===== src/rtl/store_commit_buffer.sv =====
// store_commit_buffer: in-order store FIFO; ROB commits entries, committed head drains to the dbus arbiter
package store_commit_buffer_pkg;
    typedef struct packed {
        logic [31:0] paddr;
        logic [31:0] wrdata;
        logic [3:0]  byteenable;
        logic        uncached;
        logic        write;
    } data_memreq_t;
endpackage

module store_commit_buffer
    import store_commit_buffer_pkg::*;
#(
    parameter int DEPTH = 8,
    localparam int PTR_W = $clog2(DEPTH) + 1,
    localparam int IDX_W = PTR_W - 1
) (
    input  logic         clk,
    input  logic         rst_n,
    input  logic         push,
    input  data_memreq_t push_req,
    output logic         push_ready,
    input  logic [1:0]   commit_cnt,
    input  logic         flush,
    output data_memreq_t store_dbus,
    output logic         store_dbus_req,
    input  logic         store_dbus_ready,
    input  logic [31:0]  ld_paddr,
    output logic         ld_conflict,
    output logic         empty,
    output logic         full
);
    data_memreq_t entry [DEPTH];
    logic [PTR_W-1:0] head, cmt, tail, count, pending, cmt_inc, cmt_nxt;
    logic [DEPTH-1:0] hit;
    logic pop, do_push, unused_ok;

    assign count          = tail - head;
    assign pending        = tail - cmt;
    assign cmt_inc        = PTR_W'(commit_cnt) > pending ? pending : PTR_W'(commit_cnt);
    assign cmt_nxt        = cmt + cmt_inc;
    assign full           = (tail ^ head) == {1'b1, {IDX_W{1'b0}}};
    assign empty          = tail == head;
    assign push_ready     = !full;
    assign store_dbus_req = head != cmt;
    assign store_dbus     = store_dbus_req ? entry[head[IDX_W-1:0]] : '0;
    assign pop            = store_dbus_req && store_dbus_ready;
    assign do_push        = push && push_ready && !flush;
    assign unused_ok      = ^ld_paddr[1:0];

    always_ff @(posedge clk) begin
        if (!rst_n) begin
            head <= '0;
            cmt  <= '0;
            tail <= '0;
        end else begin
            head <= head + PTR_W'(pop);
            cmt  <= cmt_nxt;
            tail <= flush ? cmt_nxt : tail + PTR_W'(do_push);
        end
    end

    always_ff @(posedge clk) begin
        if (rst_n && do_push)
            entry[tail[IDX_W-1:0]] <= push_req;
    end

    always_ff @(posedge clk) begin
        if (rst_n)
            assert (PTR_W'(commit_cnt) <= pending) else $error("commit_cnt exceeds uncommitted entries");
    end

    // Slot i is valid when its distance from head is below the occupancy.
    for (genvar i = 0; i < DEPTH; i++) begin : g_hit
        logic [IDX_W-1:0] off;
        assign off    = IDX_W'(i) - head[IDX_W-1:0];
        assign hit[i] = ({1'b0, off} < count) && (entry[i].paddr[31:2] == ld_paddr[31:2]);
    end
    assign ld_conflict = |hit;
endmodule

===== config.mk =====
export PLATFORM = sky130hd
export DESIGN_NAME = store_commit_buffer
export DESIGN_NICKNAME = d
export VERILOG_FILES = /design/src/rtl/store_commit_buffer.sv
export SDC_FILE = /design/constraint.sdc
export NUM_CORES = 1
export LEC_CHECK = 0
export BUFFER_PORTS_ARGS = -buffer_cell sky130_fd_sc_hd__buf_2
export CORE_ASPECT_RATIO = 1.4
export CORE_MARGIN = 3
export CORE_UTILIZATION = 55
export CTS_CLUSTER_DIAMETER = 40
export DETAILED_ROUTE_END_ITERATION = 8
export PLACE_DENSITY = 0.81
export SYNTH_ARGS = -nofsm -noshare
export SYNTH_HDL_FRONTEND = slang
export SYNTH_SLANG_ARGS = --single-unit
export TNS_END_PERCENT = 5

===== constraint.sdc =====
create_clock -name clk -period 8.7 [get_ports clk]
set_input_delay 0.87 -clock clk [delete_from_list [all_inputs] [get_ports clk]]
set_output_delay 0.87 -clock clk [all_outputs]
set_load 0.005 [all_outputs]

==> impl.org, run 1 <==
** Outcome
- The run finished with clean final reports.

** Timing
- Least-Margin Pin Slew :: between 1000 and 1500 ps
- Headroom to the max-slew limit came out at 21.29%.
- The number of hold violations in the final report came to 0.
- Number of setup violations in the final report :: 0
- Setup repair after global routing left no endpoint under its margin.
- After layout, the worst path uses 60.31% of the clock period.
- Hold is met by 541.7 ps.
- Summed over all failing endpoints, the final setup total negative slack is 0 ps.
- Timing-limited maximum frequency :: 190.6 MHz
- Final Critical Period :: between 5000 and 6000 ps
- Final number of max-transition violations :: 0
- The clock arrives with between 20 and 25 ps of skew.

** Critical path
- The worst register-to-register path ends at entry[2][2]$_DFFE_PP_.
- Critical path required time :: approximately 7800 ps
- Along the worst path, the maximum fanout reaches 73.
- The worst register-to-register path begins at head[2]$_SDFF_PN0_.
- The worst setup path is captured at an output port.
- The worst register-to-register path has a depth of 10.
- The critical path in this run is classified as reg2out.
- Setup crit start kind :: flip-flop
- Data arrival time at the worst-slack endpoint :: 4380 ps
- The setup check on the worst reg-to-reg path leaves a slack of ~3500 ps.

** Floorplanning
- Horizontal die dimension :: 187.6 um
- For this configuration, the core starts out at a cell density of a little under three fifths.
- Number of top-level pins :: ~180
- Placeable core region :: 45350 sq um
- Overall die height :: 260.2 um
- Standard-cell rows :: 92
- Area enclosed by the die boundary :: 48810 sq um

** Place
- Summed over all nets, the half-perimeter wirelength after detailed placement is 40030 um.
- The congestion estimate from routability-driven global placement came to 1.016.
- Buffers placed on the I/O ports in this run total 181.
- Cell count after placement :: 2198
- Summing all placed instances gives a cell area of 26730 sq um.

** Global route
- Overall routing resource usage :: 26.22%
- Antenna violations before repair :: 13
- Wire length of the first global-routing pass :: 94620 um
- Number of global-route vias before repair :: 14.57k
- GR Overflow Total :: 0
- Entering global routing, the biggest net connects 74 pins.

** Final layout
- Layout Cells excl Fill :: 2308
- The post-route netlist has 26.41% of its cells at a drive strength greater than 1.
- For this run, the post-layout net count is about 1.8k.
- Relative to the synthesized area, the layout overhead comes to 12.94%.
- Area of all placed cells without fillers :: 28670 sq um

** Power and ir drop
- Power density cells :: 279.6 nW/um^2
- Peak ir drop on the vdd network :: 0.2646 mV
- Net switching is 29.89% of the power.
- Per report_power, the combinational group accounts for between 20% and 30% of the total.
- Clock group share of total power :: around 31%
- In this run the power spent charging and discharging nets is 2.396 mW.
- In this run, flip-flops and latches consume 40.6% of the power.
- Total power for the finished layout comes to roughly 8.0 mW.
- Leakage power :: 9.566 nW
- Internal power component :: 5.620 mW

** Clock network
- Clock-pin slew was measured on the worst setup and hold paths at roughly 60 ps.
- Total clock buffers created by CTS :: 57
- CTS placed an instance of sky130_fd_sc_hd__clkbuf_16 at the clock tree root.
- For the worst-skew pair, the clock arrives at the later sink with an insertion delay of 590 ps.
- Once the clock tree was built, the resizer swapped 0 gates to a different size.
- Number of levels the H-tree was split into :: 2
- TritonCTS built the clock tree.
- # hold bufs at CTS :: 0
- Post-CTS timing repair inserted 0 buffers for setup.
- Counting every sink on the clock net gives 572.
- Longest Clk Path Bufs :: 3

** Yosys
- Summed over its instances, the top area cell type makes up 66.24% of the synthesized netlist area.
- Ys async rst share :: 0%
- Post-synthesis cell type count :: 38
- Sorting the synthesized cells by area gives the leading types as sky130_fd_sc_hd__edfxtp_1, sky130_fd_sc_hd__mux4_2, sky130_fd_sc_hd__xor2_1.
- Post-synthesis instance area :: between 20000 and 30000 sq um
- Of the synthesized area, sequential elements account for approximately two thirds.
- Yosys printed 0 warnings.
- Number of flops mapped to enable cells by yosys :: 560
- Syn Area/Cell :: between 15 and 20 sq um
- By instance count, the leading cell after synthesis is sky130_fd_sc_hd__edfxtp_1.
- The number of nets handed over by synthesis was between 1.5k and 2k.
- List of most frequent post-synthesis cells :: sky130_fd_sc_hd__edfxtp_1, sky130_fd_sc_hd__xor2_1, sky130_fd_sc_hd__nand2_1
- Main flop type after synthesis :: sky130_fd_sc_hd__edfxtp_1
- The largest total area in the synthesized netlist belongs to sky130_fd_sc_hd__edfxtp_1.
- Flip-flop and latch count after synthesis :: approximately 570
- The cell count after synthesis came out at 1474.

** Detailed routing
- For this run, design rule violations remaining after detail routing come to 0.
- Summing over every cut layer, the via total after detailed routing is 14.15k.
- After detailed routing, the average wire length per cell comes to roughly 28 um.
- For this run, the detailed router's first-pass iteration total came to 5.
- Antenna-violating nets left :: 0
- Vias per std cell :: 6.133
- Drt first-iter violations :: 1723
- Summed over all layers, the routed wires come to 63970 um.

** Worst hold path
- The worst hold path begins at push_req[42].
- Hold WC Path Type :: in2reg
- Worst Hold Path EP :: entry[1][42]$_DFFE_PP_
- Cell count of the worst hold path :: 1

** Flow run
- Max-Cap Viols :: 0
-- cells in the final DEF, fill, tap and decap left out, types with 19 or more instances in the layout --
cell                          n
sky130_fd_sc_hd__edfxtp_1   560
sky130_fd_sc_hd__mux4_2     140
sky130_fd_sc_hd__xor2_1     170
sky130_fd_sc_hd__nor4_1      48
sky130_fd_sc_hd__nand4_1     25
sky130_fd_sc_hd__clkbuf_16   59
sky130_fd_sc_hd__xnor2_1     87
sky130_fd_sc_hd__ha_1        30
sky130_fd_sc_hd__buf_2      181
sky130_fd_sc_hd__a21oi_1     75
sky130_fd_sc_hd__buf_4       19
sky130_fd_sc_hd__nand2_1    143
-- flip-flops by register name, summed over array words and instances (netlist names) --
| register | cells |
|---|---|
| tail | 4 |
| cmt | 4 |
| entry | 560 |
| head | 4 |
-- power groups by stage --
stage	clock network (mW)	logic [mW]	registers (mW)
2_1_floorplan	0	1.56	3.24
3_3_place_gp	0	2.22	3.30
3_5_place_dp	0	2.26	3.31
4_1_cts	2.53	2.28	3.26
5_1_grt	2.64	2.44	3.27
6_report	2.51	2.26	3.25
-- stage by stage --
step	utilization [%]	setup slack, ps
floorplan	-	1195
global placement	58.93	3614
detailed placement	58.93	3495
CTS	63.18	3451
global route	63.21	3176
finish	63.22	3453
-- worst max-delay path by stage --
stage,start,to,slack [ps]
final,head[2]$_SDFF_PN0_,ld_conflict,3450
after global routing,head[2]$_SDFF_PN0_,entry[2][45]$_DFFE_PP_,3180
after CTS,head[2]$_SDFF_PN0_,entry[2][2]$_DFFE_PP_,3450
after detailed placement,head[2]$_SDFF_PN0_,entry[2][58]$_DFFE_PP_,3490
after global placement,head[2]$_SDFF_PN0_,entry[2][58]$_DFFE_PP_,3610
after floorplan,head[1]$_SDFF_PN0_,entry[1][0]$_DFFE_PP_,1200
-- metal layers --
metal  share of wire [%]  vias up  track usage, %
li1                    -     6029               -
met1                  36     7202           33.76
met2                  51      774           43.79
met3                 8.5      139           4.868
met4                 4.7       10           11.95
met5               0.095        -               0
-- cells by family after synthesis --
kind of cell | count (synthesis) | share of synthesized area [%]
muxes | 144 | 12.58
AOI/OAI and AO/OA | 99 | 2.208
DFF | 572 | 67.18
xor gates and xnor gates | 257 | 8.866
buffers and inverters | 107 | 2.430
other | 1 | 0.01477
and+or+nand+nor | 260 | 4.923
adders and majority gates | 34 | 1.794
-- final cells by class --
cell class                      count  area [sq um]
Clock inverter                     35         420.4
Antenna cell                        8         20.02
Inverter                           20         75.07
Timing Repair Buffer              200          1049
Tap cell                          611         764.5
Sequential cell                   572         17070
Fill cell                        3233         16680
Clock buffer                       67          1506
Multi-Input combinational cell    795          7770
-- worst max-delay path: stages, from the launching register on --
cell and delay [ps]:
sky130_fd_sc_hd__dfxtp_4 510, sky130_fd_sc_hd__inv_2 100, sky130_fd_sc_hd__buf_4 850, sky130_fd_sc_hd__ha_1 440, sky130_fd_sc_hd__xnor2_1 670, sky130_fd_sc_hd__ha_1 360, sky130_fd_sc_hd__nor2b_1 120, sky130_fd_sc_hd__o22ai_1 90
sky130_fd_sc_hd__a22oi_1 190, sky130_fd_sc_hd__nand4_1 170, sky130_fd_sc_hd__buf_2 170
(Power assumes the default switching activity.)
==> run 2, diff against run 1 <==
- PLACE_DENSITY: 0.81 -> 0.84
- clock period: 8.7 -> 4.8 ns (I/O delays scaled with it)
==> run 2 against run 1 <==
  * Die area unchanged
  * Sequential power is 80% higher
  * Cell count grew 0.43%
  * Sequential share of layout area decreased by 0.19 points
  * Register-to-register slack got worse by 2400 ps
  * First-iteration DRC count grew 0.12%
  * Non-clock buffer count up 6
  * Worst setup slack lost 3000 ps
  * Design area rose by 0.31%
==> impl.org, run 2 (same netlist as run 1, synthesis figures left out) <==
** Critical path
- The signal on the critical path passes through ha_1, inv_1, fa_1, xnor2_1, ha_1, nor2b_1, o22ai_1, a22oi_1, nand4_1, buf_2.
- Critical path required time :: 4320 ps
- Largest stage delay on the critical path :: 730 ps
- STA puts the critical path data arrival time at 3860 ps.
- STA classifies the critical path endpoint as an output port.
- In this design, the critical path's most frequently occurring cell is sky130_fd_sc_hd__ha_1.
- The startpoint identified for the worst register-to-register timing path is head[2]$_SDFF_PN0_.
- Start-to-end type of the worst setup path :: reg2out
- The setup check on the worst reg-to-reg path leaves a slack of about 1100 ps.
- Among all stages on the critical path, the largest delay is contributed by sky130_fd_sc_hd__dfxtp_4.
- Cell family with the largest share of critical-path delay :: adder cells
- In this run the worst path has a maximum fanout of 28.
- The worst setup path is launched from a flip-flop.
- The critical path starts at head[0]$_SDFF_PN0_.
- The critical path contains buffers and inverters numbering 2 combined.

** Floorplanning
- Horizontal die dimension :: between 150 and 200 um
- Pin placement for this block handled 184 I/O pins.
- The region available for standard cell placement spans 45350 sq um.
- Overall die height :: 260.2 um
- Once the floorplan was initialized, standard cells occupied a little under three fifths of the core.
- Area enclosed by the die boundary :: 48810 sq um
- Standard-cell rows :: 92

** Timing
- Static timing analysis puts the maximum clock frequency at 230.5 MHz.
- Final number of max-transition violations :: 0
- Worst slew slack as a fraction of its limit :: 20.79%
- Hold timing on the final database bottoms out at a slack of 131.0 ps.
- Number of setup violations in the final report :: 0
- The routed design could run at a clock period as short as 4339 ps.
- Setup repair after global routing missed its margin :: no
- Dividing the final minimum period by the clock period gives between 90% and 100%.
- Least-Margin Pin Slew :: about 1200 ps
- Final worst clock skew :: 29.63 ps
- Final hold vios :: 0

** Detailed routing
- Total length of routed wires :: 64030 um
- Residual DRC count :: 0
- Drt first-iter violations :: 1725
- Count of vias placed by the detailed router :: 14.29k
- Vias per std cell :: 6.164
- Average detailed-routed wire length per instance :: 27.62 um
- The detail route stage leaves a number of antenna-violating nets equal to 0.
- The first TritonRoute pass finished after 5 iterations.

** Global route
- Number of global-route vias before repair :: between 10k and 15k
- Wire length of the first global-routing pass :: between 90000 and 100000 um
- Overall routing resource usage :: 26.40%
- The number of antenna violations at the first check in global routing was 12.
- Summed over all layers, the global routing overflow is 0.
- Largest net degree at the start of global routing :: 78

** Place
- In this run, placement finished with an instance count of 2204.
- Port Buf Inserts :: 181
- The wire-length estimate of the detail-placed layout is between 40000 and 50000 um.
- Final Wtd Congestion :: 0.9742

** Power and ir drop
- VDD sags by at most ~0.43 mV.
- Net Sw Frac :: 29.95%
- Sequential share of power :: 40.4%
- Combinational logic burns 28.8% of the power.
- Power density cells :: between 500 and 600 nW/um^2
- Net switching power :: 4.333 mW
- Clock group share of total power :: 30.9%
- Summed over all cells, the static leakage comes to 9.607 nW.
- Internal power component :: 10.14 mW

** Final layout
- Signed area change from the synthesized netlist to the final layout :: 13.29%
- The finished layout holds around 2.3k standard cells, fillers aside.
- The final layout contains 1793 nets.
- Number of flip-flops in the largest register :: 560
- Most common cell after layout, fill and taps aside :: sky130_fd_sc_hd__edfxtp_1
- Leaving out fill and tap cells, the most frequent cells in the layout are sky130_fd_sc_hd__edfxtp_1, sky130_fd_sc_hd__buf_2, sky130_fd_sc_hd__xor2_1.
- The post-route netlist has 26.83% of its cells at a drive strength greater than 1.
- The filler cells instantiated in the layout total 3144.

** Clock network
- # hold bufs at CTS :: 0
- Number of levels the H-tree was split into :: 2
- CTS tree :: done
- After clock tree synthesis, the setup repair step added 0 buffers.
- For this design, the sink count on the clock tree is 572.
- Longest Clk Path Bufs :: 3
- Clock input transition at the sequential cells of the worst setup and hold paths :: 60 ps
- Total clock buffers created by CTS :: 55
- Insertion delay to the later sink of the worst-skew pair :: ~610 ps
- Clock tree root buffer cell :: sky130_fd_sc_hd__clkbuf_16
- In this run, post-CTS repair resized a total of 0 instances.

** Outcome
- Outcome :: finished, final reports clean

** Worst hold path
- The startpoint identified for the worst hold timing path is push_req[41].
- Hold WC Path Type :: in2reg

** Flow run
- The tool flagged a number of max-cap violations equal to 0.
run 2: cell type report:
class	instances	area (sq um)	area share, %
repair buffers	206	1144	3.976
well taps	611	764.5	2.658
clock buffers	58	1388	4.824
clock inverters	45	514.2	1.788
diodes	11	27.53	0.09570
multi-input cells	795	7782	27.06
flip-flops and latches	572	17070	59.34
inverters	20	75.07	0.2610
run 2: worst register-to-register path, stage by stage (launching register included):
cell and delay, ps:
sky130_fd_sc_hd__dfxtp_4 720, sky130_fd_sc_hd__inv_2 90, sky130_fd_sc_hd__ha_1 340, sky130_fd_sc_hd__nand3_1 120, sky130_fd_sc_hd__nand2b_2 130, sky130_fd_sc_hd__inv_1 50, sky130_fd_sc_hd__nor3b_1 420, sky130_fd_sc_hd__nand3_1 440
sky130_fd_sc_hd__nor2_4 560, sky130_fd_sc_hd__buf_4 450
run 2: worst paths after layout:
kind                             to  cells after the start
max                     ld_conflict                     10
min          entry[4][41]$_DFFE_PP_                      1
max reg2reg  entry[4][44]$_DFFE_PP_                      9
min reg2reg      head[3]$_SDFF_PN0_                      2
run 2: layer usage:
layer / part of all wire, % / global-route usage [%]
met5: 0.053 / 0
met4: 6.7 / 15.79
met3: 8.6 / 4.989
met2: 50 / 43.82
met1: 34 / 32.52
run 2: power by group through the flow:
stage / Clock (mW) / Sequential, mW / Combinational (mW)
2_1_floorplan: 0 / 5.86 / 2.83
3_3_place_gp: 0 / 5.94 / 4.08
3_5_place_dp: 0 / 5.95 / 4.16
4_1_cts: 4.51 / 5.85 / 4.21
5_1_grt: 4.71 / 5.87 / 4.52
6_report: 4.46 / 5.84 / 4.16
run 2: per-stage QoR:
stage / total power, mW / worst slack (ps) / area, sq um / utilization [%] / setup TNS [ps]
2_1_floorplan: 8.688 / -831.3 / 25400 / - / -425340
3_3_place_gp: 10.02 / 1110 / 26830 / 59.16 / 0
3_5_place_dp: 10.12 / 1054 / 26830 / 59.16 / 0
4_1_cts: 14.57 / 408.0 / 28740 / 63.36 / 0
5_1_grt: 15.10 / 137.9 / 28760 / 63.41 / 0
6_report: 14.47 / 461.4 / 28760 / 63.42 / 0
